--- src/rtl/hazard_scoreboard.sv ---
// Pipeline hazard unit: operand forwarding selects, load-use / branch /
// divider / HI-LO stall detection, exception redirect and flush control,
// a multi-cycle divider occupancy FSM and a saturating stall-cycle counter.
//
// Ports
//   clk, rst                  clock, asynchronous active-low reset
//   rsD, rtD, branchD, balD,
//   hiloreadD                 decode-stage sources and controls
//   forwardaD, forwardbD      decode forward selects (01 = E, 10 = M)
//   rsE, rtE, rdE, writeregE,
//   regwriteE, memtoregE,
//   div_startE                execute-stage fields and controls
//   forwardaE, forwardbE,
//   forwardhE, forwardcp0E    execute forward selects (10 = M, 01 = W)
//   writeregM/W, *writeM/W    later-stage destinations and write enables
//   excepttypeM, cp0_epcM     exception code and saved EPC
//   newpcM, newpc_validM      exception redirect target and strobe
//   stall*/flush*             pipeline stall and flush controls
//   div_busy, stall_cnt       divider occupied, saturating stall count
module hazard_scoreboard #(
  parameter int unsigned AW      = 5,
  parameter int unsigned DIV_LAT = 32,
  parameter logic [31:0] EXC_VEC = 32'hBFC00380,
  parameter int unsigned CNTW    = 16
) (
  input  logic            clk,
  input  logic            rst,
  input  logic [AW-1:0]   rsD,
  input  logic [AW-1:0]   rtD,
  input  logic            branchD,
  input  logic            balD,
  input  logic            hiloreadD,
  output logic [1:0]      forwardaD,
  output logic [1:0]      forwardbD,
  input  logic [AW-1:0]   rsE,
  input  logic [AW-1:0]   rtE,
  input  logic [AW-1:0]   rdE,
  input  logic [AW-1:0]   writeregE,
  input  logic            regwriteE,
  input  logic            memtoregE,
  input  logic            div_startE,
  output logic [1:0]      forwardaE,
  output logic [1:0]      forwardbE,
  output logic [1:0]      forwardhE,
  output logic [1:0]      forwardcp0E,
  input  logic [AW-1:0]   writeregM,
  input  logic [AW-1:0]   writeregW,
  input  logic            regwriteM,
  input  logic            memtoregM,
  input  logic            hilowriteM,
  input  logic            cp0writeM,
  input  logic            regwriteW,
  input  logic            hilowriteW,
  input  logic            cp0writeW,
  input  logic [31:0]     excepttypeM,
  input  logic [31:0]     cp0_epcM,
  output logic [31:0]     newpcM,
  output logic            newpc_validM,
  output logic            stallF,
  output logic            stallD,
  output logic            stallE,
  output logic            flushF,
  output logic            flushD,
  output logic            flushE,
  output logic            flushM,
  output logic            flushW,
  output logic            div_busy,
  output logic [CNTW-1:0] stall_cnt
);

  typedef enum logic [1:0] {IDLE, BUSY, DONE} div_state_t;

  localparam logic [7:0] DIV_LOAD = 8'(DIV_LAT - 1);

  div_state_t state, state_n;
  logic [7:0] count, count_n;
  logic       exc, lwstall, branchstall, divstall, hilostall;

  function automatic logic [1:0] fwd_d(input logic [AW-1:0] src);
    if (src != '0 && src == writeregE && regwriteE)      fwd_d = 2'b01;
    else if (src != '0 && src == writeregM && regwriteM) fwd_d = 2'b10;
    else                                                 fwd_d = 2'b00;
  endfunction

  function automatic logic [1:0] fwd_e(input logic [AW-1:0] src, input logic wm,
                                       input logic ww);
    if (src != '0 && src == writeregM && wm)      fwd_e = 2'b10;
    else if (src != '0 && src == writeregW && ww) fwd_e = 2'b01;
    else                                          fwd_e = 2'b00;
  endfunction

  always_comb begin
    forwardaD   = fwd_d(rsD);
    forwardbD   = fwd_d(rtD);
    forwardaE   = fwd_e(rsE, regwriteM, regwriteW);
    forwardbE   = fwd_e(rtE, regwriteM, regwriteW);
    forwardcp0E = fwd_e(rdE, cp0writeM, cp0writeW);
    forwardhE   = hilowriteM ? 2'b10 : (hilowriteW ? 2'b01 : 2'b00);
  end

  always_comb begin
    exc          = excepttypeM != '0;
    newpc_validM = exc;
    if (!exc)                       newpcM = '0;
    else if (excepttypeM == 32'h0E) newpcM = cp0_epcM;
    else                            newpcM = EXC_VEC;

    lwstall     = memtoregE && writeregE != '0 &&
                  (writeregE == rsD || writeregE == rtD);
    branchstall = branchD &&
                  ((regwriteE && writeregE != '0 && (writeregE == rsD || writeregE == rtD)) ||
                   (memtoregM && writeregM != '0 && (writeregM == rsD || writeregM == rtD)));
    divstall    = (state == BUSY) || (state == IDLE && div_startE);
    div_busy    = (state == BUSY) || (state == DONE);
    hilostall   = hiloreadD && (div_busy || div_startE);

    stallF = (lwstall || branchstall || divstall || hilostall) && !balD && !exc;
    stallD = stallF;
    stallE = divstall && !exc;
    flushF = exc;
    flushD = exc;
    flushM = exc;
    flushW = exc;
    flushE = exc || ((lwstall || branchstall || hilostall) && !balD && !stallE);
  end

  // The count is loaded with DIV_LAT-1 and the FSM leaves BUSY on the cycle
  // the count steps down to zero, so a start plus BUSY spans DIV_LAT cycles.
  always_comb begin
    state_n = state;
    count_n = count;
    unique case (state)
      IDLE: if (div_startE) begin
        state_n = BUSY;
        count_n = DIV_LOAD;
      end
      BUSY: if (count <= 8'd1) begin
        state_n = DONE;
        count_n = '0;
      end else begin
        count_n = count - 8'd1;
      end
      DONE: state_n = IDLE;
      default: begin
        state_n = IDLE;
        count_n = '0;
      end
    endcase
    if (exc) begin
      state_n = IDLE;
      count_n = '0;
    end
  end

  always_ff @(posedge clk or negedge rst) begin
    if (!rst) begin
      state     <= IDLE;
      count     <= '0;
      stall_cnt <= '0;
    end else begin
      state <= state_n;
      count <= count_n;
      if (stallF && stall_cnt != '1) stall_cnt <= stall_cnt + CNTW'(1);
    end
  end

endmodule

--- config.mk ---
export PLATFORM = sky130hd
export DESIGN_NAME = hazard_scoreboard
export DESIGN_NICKNAME = d
export VERILOG_FILES = /design/src/rtl/hazard_scoreboard.sv
export SDC_FILE = /design/constraint.sdc
export NUM_CORES = 1
export LEC_CHECK = 0
export BUFFER_PORTS_ARGS = -buffer_cell sky130_fd_sc_hd__buf_2
export CORE_ASPECT_RATIO = 1.75
export CORE_MARGIN = 2
export CORE_UTILIZATION = 42
export CTS_CLUSTER_DIAMETER = 150
export CTS_CLUSTER_SIZE = 16
export DETAILED_ROUTE_END_ITERATION = 7
export PLACE_DENSITY_LB_ADDON = 0.05
export SLEW_MARGIN = 10
export SYNTH_ARGS = -nofsm -noshare
export SYNTH_HDL_FRONTEND = slang
export SYNTH_SLANG_ARGS = --single-unit
--- constraint.sdc ---
create_clock -name clk -period 2.21 [get_ports clk]
set_input_delay 0.442 -clock clk [delete_from_list [all_inputs] [get_ports clk]]
set_output_delay 0.442 -clock clk [all_outputs]
set_load 0.005 [all_outputs]
Yosys cells after proc, flatten, opt, wreduce, memory -nomap -nowiden
Index checks and enable logic that the tools add are counted.
{ "word_totals": {"output_inout_bits": 70, "regBits": 26, "word_cells": 109, "input_bits": 119} }
{ "op_classes": {"reduce_logical": 60, "n_mux": 22, "order_cmp": 1, "addsub": 2, "n_eq_ne": 21} }
{ "op_table": {"columns": ["op", "count"], "rows": [
  ["== test 5 bit", 14],
  ["two-way mux 32 bit", 2],
  ["logical AND 1 bit", 35],
  ["nonzero test 5 bit", 7],
  ["== test 32 x 4 -> 1 bit, second input constant", 1],
  ["nonzero test 32 bit", 1],
  ["two-way mux 8 bit", 3],
  ["one-hot mux 8 bit (3 select lines)", 1],
  ["two-way mux 2 bit", 11],
  ["adder 16 x 1 -> 16 bit, second input constant", 1],
  ["!= test 16 bit, second input constant", 1],
  ["logical OR 1 bit", 11],
  ["<= comparator 8 x 1 -> 1 bit, second input constant", 1],
  ["subtractor 8 x 1 -> 8 bit, second input constant", 1],
  ["two-way mux 1 bit", 4],
  ["one-hot mux 2 bit (2 select lines)", 1],
  ["AND reduction 2 bit", 2],
  ["zero test 1 bit", 3],
  ["!= test 3 x 2 -> 1 bit, second input constant", 1],
  ["!= test 3 bit, second input constant", 1],
  ["== test 2 x 1 -> 1 bit, second input constant", 1],
  ["== test 2 bit, second input constant", 1],
  ["zero test 2 bit", 1],
  ["!= test 2 bit, second input constant", 1]
]} }

Longest topological paths before layout
Gate-level depths: netlist of the first run.
{ "logic_depth": {"ltp_word": 11, "depth_mapped": 9, "depth_no_buf": 8} }

Least setup slack after synthesis of the first run
OpenSTA, ideal clock, no wires.
{ "synth_path": {"path_type": "input-to-output", "startpoint": "input port writeregM[3]", "endpoint": "output port stallF", "path_buffers": 2, "setup_slack_ps": -20, "t_required_ps": 1768, "path_stages": 8, "arrival_ps": 1788, "cell_sequence": "buf_4 -> xnor2_2 -> nand3_1 -> nor3_2 -> o2111ai_2 -> and3_1 -> nor3_1 -> buf_4"} }
{ "synth_via": {"elab_chain_cells": 10, "word_cells_on_any_way": 13, "classes_between": "eq/ne (2); reduce/logical (11)"} }
{ "synth_rtl": {"columns": ["item", "line_no", "rtl"], "rows": [
  ["start, declared", "46", "input logic [AW-1:0] writeregM,"],
  ["== test 5 bit / nonzero test 5 bit (equally long branches)", "112", "(memtoregM && writeregM != '0 && (writeregM == rsD || writeregM == rtD)));"],
  ["logical OR 1 bit / logical AND 1 bit (equally long branches)", "112", null],
  ["logical AND 1 bit (*)", "112", null],
  ["logical OR 1 bit (*)", "111", "((regwriteE && writeregE != '0 && (writeregE == rsD || writeregE == rtD)) ||"],
  ["logical AND 1 bit (*)", "110", "branchstall = branchD &&"],
  ["logical OR 1 bit (*) (3 in a row)", "117", "stallF = (lwstall || branchstall || divstall || hilostall) && !balD && !exc;"],
  ["logical AND 1 bit (*) (2 in a row)", "117", null],
  ["end, declared", "59", "output logic stallF,"]
]} }
Every way passes the cells marked *; elsewhere a longest branch is shown, timed or not.

Final worst setup path of the first run
{ "layout_path": {"startpoint": "input port excepttypeM[14]", "endpoint": "output port newpcM[30]"} }
{ "layout_via": {"elab_chain_cells": 3, "word_cells_on_any_way": 4, "classes_between": "eq/ne (1); mux (2); reduce/logical (1)"} }
{ "layout_rtl": {"columns": ["item", "line_no", "rtl"], "rows": [
  ["start, declared", "55", "input logic [31:0] excepttypeM,"],
  ["== test 32 x 4 -> 1 bit", "105", "else if (excepttypeM == 32'h0E) newpcM = cp0_epcM;"],
  ["two-way mux 32 bit", "105", null],
  ["two-way mux 32 bit (*)", "104", "if (!exc) newpcM = '0;"],
  ["end, declared", "57", "output logic [31:0] newpcM,"]
]} }
Marks and branches as above.

==> results of run 1 <==
## per-layer routing
layer  wire, um  track usage  up-vias
met3        561       0.0330       23
met1       3110        0.257     1478
met5          0            0        -
met2       5110        0.440      164
met4        252        0.121        0
li1           -            -     1522
## cells by family after synthesis
group           share of synthesized area
fa+ha+maj                          0.0333
buf+inv                            0.0633
xor+xnor                            0.216
compound gates                      0.107
simple gates                        0.325
mux                               0.00809
flops                               0.247
## report_power, final
group / internal, mW / switching (mW) / total, mW / leakage, nW
clock network: 0.159 / 0.144 / 0.304 / 0.0288
registers: 0.475 / 0.000000000304 / 0.475 / 0.358
logic: 0.201 / 0.178 / 0.379 / 1.66
## stage by stage
step	cell area, um2	hold slack (ps)
6_report	4290	166
5_1_grt	4290	196
4_1_cts	3910	178
3_5_place_dp	3730	476
3_3_place_gp	3730	473
2_1_floorplan	2640	146
## registers in the layout, summed over array words and instances (netlist names)
| name | flops |
|---|---|
| count | 8 |
| stall_cnt | 16 |
| state | 2 |
## worst max path at each step
stage                          from    endpoint  slack, ps  cells after the start
floorplan              writeregM[3]      stallF         70                      8
finish              excepttypeM[14]  newpcM[30]        -80                      8
CTS                 excepttypeM[22]  newpcM[31]       -0.7                      9
global placement     excepttypeM[7]  newpcM[20]        -60                      8
global route        excepttypeM[21]  newpcM[30]       -150                      8
detailed placement   excepttypeM[7]  newpcM[12]        -90                      8
## synth_stat cells (all sizes together)
master and n:
buf 13, a221oi 1, mux2i 1, nand2 15, or4 5, and2 25, clkbuf 7, and4 1
a21oi 10, nor4 15, nor3b 2, or2 1, a21o 1, nor3 17, a31o 1, a31oi 3
nand3 11, nor2b 3, o21ai 12, and3 5, nor2 26, nand4 17, ha 7, mux2 1
o21a 12, o31ai 1, dfrtp 26, xnor2 49, and4b 2, inv 7, o2111ai 1, xor2 15
nand2b 2, nand3b 2
## worst register-to-register path, stage by stage, from the launching register on
cell and delay, ps:
dfrtp_1 420, inv_2 70, ha_4 260, o21ai_2 50
and2_4 150, buf_4 130, a31oi_4 200, buf_4 210
nand4_1 180, xnor2_1 160
## area by class of cell
cell class | instances | area, um2 | area share
clock buffers | 4 | 55.1 | 0.0128
inverters | 7 | 26.3 | 0.00612
multi-input cells | 264 | 2060 | 0.480
flip-flops and latches | 26 | 651 | 0.152
well taps | 80 | 100 | 0.0233
repair buffers | 222 | 1400 | 0.326
## timing repair
action | 4_1_cts | 5_1_grt
setup buffers | 6 | 3
pin swaps | 7 | 28
gates resized for setup | 17 | 67
endpoints found under the hold margin | 0 | 0
endpoints found under the setup margin | 40 | 44
gates cloned | 0 | 2
==> summary.md, run 1 <==
| Metric | Value |
|---|---|
| Hold_buf cts | `0` |
| Vias in the first global route | `3101` |
| Post-Syn Area | `0.00263 mm2` |
| # clock sinks | `26` |
| PnR worst setup slack | `-81.5 ps` |
| DP Worst Slack | `-87.2 ps` |
| Max Fclk | `436 MHz` |
| Clk_lat worst skew | `260 ps` |
| Worst endpoint data arrival time | `1850 ps` |
| Commonest non-fill, non-tap cell in the layout | `buf_2` |
| Final Critical Period | `2290 ps` |
| Violated checks | `setup timing` |
| Synthesized Nets | `443` |
| Worst hold-check path type | `in -> async` |
| Clock transition at path regs | `90 ps` |
| DIE WIDTH | `between 60 and 70 um` |
| Final Hold Fails | `0` |
| Register area share after synthesis | `0.247` |
| DRT Pass-1 Iters | `5` |
| GR Util All Layers | `0.237` |
| Antenna fix cells | `0` |
| Accumulated negative setup slack | `-1540 ps` |
| Most frequent CP cell | `buf_2` |
| Inserted Clock Buffers | `3` |
| Status | `finished with violations` |
| Die Ht | `109 um` |
| RR Startpoint | `state[0]$_DFFE_PN0P_` |
| Avg Cell Area, Syn | `8.30 um2` |
| Routed wire length | `9.04 mm` |
| Reg-to-reg slack, setup | `260 ps` |
| Relative slew margins | `0.608` |
| Power Total | `1.16 mW` |
| Setup Crit Path Kind | `in -> out` |
| Critical-path maximum fanout | `10` |
| Fill cells | `490` |
| Most frequent cells in the layout | `162 x buf_2, 43 x xnor2_1, 34 x buf_4` |
| Yosys Warn Count | `0` |
| Area share of the largest cell type after synthesis | `0.247` |
| Fin Clk Skew | `3.18 ps` |
| # IOs | `~190` |
| Biggest cell delay along the critical path | `290 ps` |
| Via count | `around 3200` |
| CTS tree | `done` |
| Crit path max-delay cell type | `nor4_1` |
| Post-DP HPWL | `7.22 mm` |
| CTS Buffer Depth | `2` |
| Crit end category | `output port` |
| RSZ-0062 raised after global routing | `true` |
| Final Non-Filler Cells | `603` |
| Detailed-route DRC error count | `0` |
| Power Dens Cells | `270 mW/mm2` |
| Post-DRT Antenna Nets | `0` |
| Synth Instances | `317` |
| Cell depth of the worst flop-to-flop path | `9` |
| Via density | `5.29` |
| Max Cap Violations | `0` |
| Cell Chain, Critical Path | `buf_2, nor4_1, nand4_1, nor2_2, and4_4, clkbuf_16, and2_1, buf_2` |
| Clock H-tree levels | `1` |
| Final net count | `650` |
| Main area contributors after synthesis | `dfrtp_1 25%, xnor2_1 16%, and2_1 5.9%` |
| Initial DRC count | `166` |
| Max Slew Vio Count | `0` |
| GPL Wtd Cong | `0.924` |
| Rows | `38` |
| Total leakage power | `2.04 nW` |
| Initial antenna violation count | `0` |
| Peak supply drop | `0.199 mV` |
| Placed cell count | `~590` |
| Nature of the critical path startpoint | `input port` |
| Largest net degree at the start of global routing | `27` |
| Root buf cell | `clkbuf_8` |
| Slew @ Worst Pin | `588 ps` |
| Grt ovf | `0` |
| Layout cells sized above 1 | `0.532` |
| Reg2reg end | `stall_cnt[10]$_DFFE_PN0P_` |
| Bufs and invs on worst path | `3` |
| Initial Util | `0.429` |
| Utilization after layout | `0.700` |
| Final setup violation count | `33` |
| Routed len/inst | `15.0 um` |
| Count of state elements after synthesis | `26` |
| Worst path top cell family by delay | `simple AND/OR/NAND/NOR gates` |
| Period utilization | `1.04` |
| Synth cell types | `44` |
| Global-route wire length before repair | `13.3 mm` |
| Yosys top cell by area | `dfrtp_1` |
| WP data required | `1770 ps` |
| Core box area | `approximately 0.006 mm2` |
| Syn-to-layout area delta | `63.2%` |
| Number of port buffers | `188` |
| Die area | `0.00694 mm2` |
Power figures use the tool's default switching activity.
==> run 2: changes to the inputs <==
--- a/config.mk
+++ b/config.mk
@@ -9,10 +9,10 @@
 export CORE_ASPECT_RATIO = 1.75
 export CORE_MARGIN = 2
 export CORE_UTILIZATION = 42
-export CTS_CLUSTER_DIAMETER = 150
 export CTS_CLUSTER_SIZE = 16
 export DETAILED_ROUTE_END_ITERATION = 7
 export PLACE_DENSITY_LB_ADDON = 0.05
+export REMOVE_ABC_BUFFERS = 1
 export SLEW_MARGIN = 10
 export SYNTH_ARGS = -nofsm -noshare
 export SYNTH_HDL_FRONTEND = slang
==> summary.md, run 2 (synthesized netlist as in run 1, its figures left out) <==
| Metric | Value |
|---|---|
| Global-route wire length before repair | `around 14 mm` |
| Final net count | `660` |
| Number of port buffers | `~190` |
| Rows | `38` |
| Fin Clk Skew | `6.61 ps` |
| Max Fclk | `~440 MHz` |
| Bufs and invs on worst path | `3` |
| DR WL met2 | `5.30 mm` |
| Critical-path maximum fanout | `10` |
| Vias in the first global route | `around 3000` |
| Top flop regs | `stall_cnt: 16 flops, count: 8 flops, state: 2 flops` |
| Post-DRT Antenna Nets | `0` |
| Max Slew Vio Count | `0` |
| Total leakage power | `around 2.1 nW` |
| Layout cells sized above 1 | `0.535` |
| # clock sinks | `26` |
| Max FFs per register | `16` |
| Most frequent cells in the layout | `171 x buf_2, 45 x xnor2_1, 38 x buf_4` |
| Slew @ Worst Pin | `585 ps` |
| Initial Util | `0.429` |
| Biggest cell delay along the critical path | `290 ps` |
| Fill cells | `489` |
| Worst hold-check path type | `in -> async` |
| Antenna fix cells | `0` |
| Clk_lat worst skew | `280 ps` |
| Routed wire length | `9.66 mm` |
| Largest register by flop count | `stall_cnt` |
| Final Critical Period | `2260 ps` |
| Die Ht | `109 um` |
| Post-DP HPWL | `~7.3 mm` |
| DRT Pass-1 Iters | `5` |
| Hold WS | `151 ps` |
| Die area | `a little under 0.007 mm2` |
| Worst path top cell family by delay | `simple AND/OR/NAND/NOR gates` |
| Root buf cell | `clkbuf_8` |
| Violated checks | `setup timing` |
| Accumulated negative setup slack | `-639 ps` |
| DIE WIDTH | `63.8 um` |
| Grt ovf | `0` |
| Clock H-tree levels | `1` |
| Core box area | `0.00613 mm2` |
| Peak supply drop | `0.233 mV` |
| Initial antenna violation count | `0` |
| Final Hold Fails | `0` |
| Multi-input logic area | `0.00204 mm2` |
| Inserted Clock Buffers | `3` |
| Commonest non-fill, non-tap cell in the layout | `buf_2` |
| Reg-to-reg slack, setup | `~110 ps` |
| Crit end category | `output port` |
| Routed len/inst | `15.8 um` |
| Syn-to-layout area delta | `63.9%` |
| Cell Chain, Critical Path | `buf_2, nor4_2, nand4_1, nor2_2, and4_4, clkbuf_16, and2_1, buf_2` |
| # IOs | `189` |
| Power Dens Cells | `~270 mW/mm2` |
| CTS Buffer Depth | `2` |
| Clock transition at path regs | `90 ps` |
| PnR worst setup slack | `-51.3 ps` |
| Highest routed metal layer | `met4` |
| Via count | `about 3200` |
| GR Util All Layers | `0.254` |
| Met1 Wirelength | `3.51 mm` |
| Register Area | `approximately 650 um2` |
| Largest net degree at the start of global routing | `27` |
| Relative slew margins | `0.610` |
| CTS tree | `done` |
| Reg2reg end | `count[5]$_DFFE_PN0P_` |
| Detailed-route DRC error count | `0` |
| GPL Wtd Cong | `0.861` |
| WP data required | `1770 ps` |
| Metal3 WL | `645 um` |
| RR Startpoint | `state[0]$_DFFE_PN0P_` |
| Initial DRC count | `191` |
| Nature of the critical path startpoint | `input port` |
| RSZ-0062 raised after global routing | `true` |
| Final setup violation count | `27` |
| Crit path max-delay cell type | `and4_4` |
| Cell depth of the worst flop-to-flop path | `12` |
| Most frequent CP cell | `buf_2` |
| Setup Crit Path Kind | `in -> out` |
| Max Cap Violations | `0` |
| Period utilization | `1.02` |
| Status | `finished with violations` |
| Worst endpoint data arrival time | `~1800 ps` |
| Via density | `5.27` |
## run 2: where the power goes
group          total (mW)  internal (mW)  switching (mW)
logic               0.367          0.190           0.177
clock network       0.315          0.160           0.156
registers           0.475          0.475  0.000000000358
total                1.16          0.825           0.333
## run 2: layout make-up
cell class,count,share of cell area
Inverter,7,0.00609
Multi-Input combinational cell,264,0.473
Clock buffer,4,0.0128
Sequential cell,26,0.151
Tap cell,80,0.0232
Timing Repair Buffer,232,0.334
## run 2: worst max path at each step
stage | end | cells past startpoint | start | slack, ps
2_1_floorplan | stall_cnt[1]$_DFFE_PN0P_ | 7 | excepttypeM[14] | -80
3_3_place_gp | newpcM[6] | 8 | excepttypeM[26] | -100
3_5_place_dp | stallF | 7 | excepttypeM[22] | -130
4_1_cts | newpcM[28] | 9 | excepttypeM[22] | -30
5_1_grt | newpcM[15] | 8 | excepttypeM[14] | -140
6_report | newpcM[15] | 8 | excepttypeM[10] | -50
## run 2: per-stage QoR
step | cells | area (um2) | setup slack (ps) | utilization | power, mW
4_1_cts | 608 | 4020 | -34.9 | 0.655 | 1.13
3_5_place_dp | 597 | 3800 | -125 | 0.619 | 0.810
6_report | 613 | 4310 | -51.3 | 0.703 | 1.16
3_3_place_gp | 597 | 3800 | -104 | 0.619 | 0.807
2_1_floorplan | 297 | 2490 | -82.7 | - | 0.604
5_1_grt | 613 | 4310 | -143 | 0.703 | 1.21
## run 2: layer usage
| metal | up-vias | GRT usage |
|---|---|---|
| met4 | 0 | 0.0683 |
| li1 | 1538 | - |
| met2 | 152 | 0.481 |
| met1 | 1526 | 0.284 |
| met5 | - | 0 |
| met3 | 15 | 0.0454 |
## run 2: what timing repair did
| action | 4_1_cts | 5_1_grt |
|---|---|---|
| buffers inserted | 8 | 3 |
| hold buffers | 0 | 0 |
| gates resized for setup | 24 | 44 |
| setup endpoints to repair | 37 | 50 |
| pin swaps | 9 | 22 |
| gates cloned | 0 | 2 |
==> run 3: changes to the inputs <==
--- a/config.mk
+++ b/config.mk
@@ -11,7 +11,7 @@
 export CORE_UTILIZATION = 42
 export CTS_CLUSTER_SIZE = 16
 export DETAILED_ROUTE_END_ITERATION = 7
-export PLACE_DENSITY_LB_ADDON = 0.05
+export PLACE_DENSITY = 0.82
 export REMOVE_ABC_BUFFERS = 1
 export SLEW_MARGIN = 10
 export SYNTH_ARGS = -nofsm -noshare
==> summary.md, run 3 (synthesized netlist as in run 1, its figures left out) <==
| Metric | Value |
|---|---|
| Post-DP HPWL | `approximately 7.8 mm` |
| Placed cell count | `597` |
| Grt ovf | `0` |
| Critical-path maximum fanout | `5` |
| Crit end category | `output port` |
| Initial DRC count | `320` |
| Max Fclk | `435 MHz` |
| Switching Share | `0.281` |
| CTS Buffer Depth | `2` |
| Max FFs per register | `16` |
| GPL Wtd Cong | `around 0.95` |
| Via density | `5.38` |
| Violated checks | `setup timing` |
| Final net count | `659` |
| DRT Pass-1 Iters | `4` |
| Largest net degree at the start of global routing | `27` |
| Final Critical Period | `2300 ps` |
| Initial antenna violation count | `0` |
| Clk_lat worst skew | `280 ps` |
| Layout cells sized above 1 | `0.555` |
| Internal power | `slightly above 0.9 mW` |
| Period utilization | `1.04` |
| Total leakage power | `2.11 nW` |
| Vias in the first global route | `3161` |
| Commonest non-fill, non-tap cell in the layout | `buf_2` |
| Clock transition at path regs | `90 ps` |
| Combinational fraction of design power | `0.311` |
| Setup Crit Path Kind | `in -> out` |
| Initial Util | `0.429` |
| Status | `finished with violations` |
| GR Util All Layers | `0.262` |
| Global-route wire length before repair | `between 10 and 15 mm` |
| Worst endpoint data arrival time | `1860 ps` |
| Root buf cell | `clkbuf_8` |
| Final setup violation count | `34` |
| Final Non-Filler Cells | `612` |
| # IOs | `189` |
| Max Slew Vio Count | `0` |
| Antenna fix cells | `0` |
| Number of port buffers | `between 150 and 200` |
| Worst hold-check path type | `in -> async` |
| CTS tree | `done` |
| Nature of the critical path startpoint | `input port` |
| Final Hold Fails | `0` |
| Clock power share | `0.317` |
| Largest register by flop count | `stall_cnt` |
| Routed wire length | `between 10 and 15 mm` |
| RSZ-0062 raised after global routing | `true` |
| Cell depth of the worst flop-to-flop path | `9` |
| Max Cap Violations | `0` |
| Cell Chain, Critical Path | `buf_2, nor4_2, nand4_1, nor2_4, and4_4, clkbuf_16, and2_4, buf_6` |
| Die Ht | `109 um` |
| Top flop regs | `stall_cnt: 16 flops, count: 8 flops, state: 2 flops` |
| Most frequent cells in the layout | `162 x buf_2, 43 x xnor2_1, 36 x buf_4` |
| Power Dens Cells | `288 mW/mm2` |
| Net Switching | `0.359 mW` |
| DIE WIDTH | `~64 um` |
| Syn-to-layout area delta | `68.6%` |
| Slew @ Worst Pin | `between 600 and 700 ps` |
| Die area | `roughly 0.0069 mm2` |
| Crit path max-delay cell type | `nor4_2` |
| Inserted Clock Buffers | `3` |
| Via count | `3292` |
| Biggest cell delay along the critical path | `290 ps` |
| Relative slew margins | `0.590` |
| Peak supply drop | `~0.29 mV` |
| PnR worst setup slack | `-87.2 ps` |
| # clock sinks | `26` |
| Core box area | `0.00613 mm2` |
| Hold_buf cts | `0` |
| Post-DRT Antenna Nets | `0` |
| Detailed-route DRC error count | `0` |
| WP data required | `1770 ps` |
| Routed len/inst | `17.5 um` |
| Hold WS | `163 ps` |
| Sequential share of power | `0.372` |
| Clock H-tree levels | `1` |
| Fin Clk Skew | `~3.8 ps` |
| Rows | `38` |
==> run 3: cell count changes in the layout (fill, tap and decap cells not counted), moves of 6 or more <==
cell	before	now
buf_2	171	162
and2_4	12	18
buf_6	18	28
and2_1	13	7
==> run 3: layer usage <==
metal / global-route usage / vias to the layer above / wire length, um / part of all wire
met5: 0 / - / 0 / 0
li1: - / 1543 / - / -
met3: 0.0320 / 24 / 675 / 0.063
met4: 0.104 / 0 / 290 / 0.027
met2: 0.473 / 165 / 5780 / 0.54
met1: 0.311 / 1560 / 3950 / 0.37
==> run 3: path summary, 6_finish.rpt <==
| path | from | to | slack (ps) |
|---|---|---|---|
| max in group asynchronous | rst | stall_cnt[7]$_DFFE_PN0P_ | 1640 |
| setup reg to reg | state[1]$_DFFE_PN0P_ | count[5]$_DFFE_PN0P_ | 220 |
| min in group clk | stall_cnt[9]$_DFFE_PN0P_ | stall_cnt[9]$_DFFE_PN0P_ | 490 |
| setup / recovery | excepttypeM[14] | newpcM[30] | -90 |
| hold / removal | rst | count[1]$_DFFE_PN0P_ | 160 |
| hold reg to reg | stall_cnt[9]$_DFFE_PN0P_ | stall_cnt[9]$_DFFE_PN0P_ | 490 |
==> run 3: repair_timing <==
action	in CTS	in global routing
setup buffers	2	6
gates resized for setup	12	90
pin swaps	4	37
endpoints found under the setup margin	6	44
cloned	0	3
==> run 3: power by group through the flow <==
stage               Clock, mW  Combinational [mW]  Sequential [mW]
floorplan                   0               0.119            0.485
global placement            0               0.324            0.485
detailed placement          0               0.334            0.485
CTS                     0.407               0.345            0.475
global route            0.427               0.425            0.475
finish                  0.405               0.398            0.475
==> run 3: critical path: cells and delay by family <==
family	cells	cell delay, ps
buffers and inverters	3	350
AND/OR/NAND/NOR	5	1060
==> run 3: metrics by stage <==
stage | setup WS, ps | power (mW) | util | TNS [ps] | area [um2]
global route | -152 | 1.33 | 0.723 | -4250 | 4430
CTS | 0.409 | 1.23 | 0.639 | 0 | 3920
detailed placement | -90.8 | 0.819 | 0.617 | -267 | 3780
finish | -87.2 | 1.28 | 0.723 | -1680 | 4430
floorplan | -82.7 | 0.604 | - | -82.7 | 2490
global placement | -22.1 | 0.809 | 0.617 | -43.8 | 3780
==> run 3: cell type report <==
| cell class | instances | area, um2 |
|---|---|---|
| clock buffer | 3 | 41.3 |
| inverter | 7 | 26.3 |
| sequential | 26 | 651 |
| multi-input combinational | 264 | 2080 |
| clock inverter | 1 | 30.0 |
| tap | 80 | 100 |
| fill | 469 | 1700 |
| timing repair buffer | 231 | 1510 |
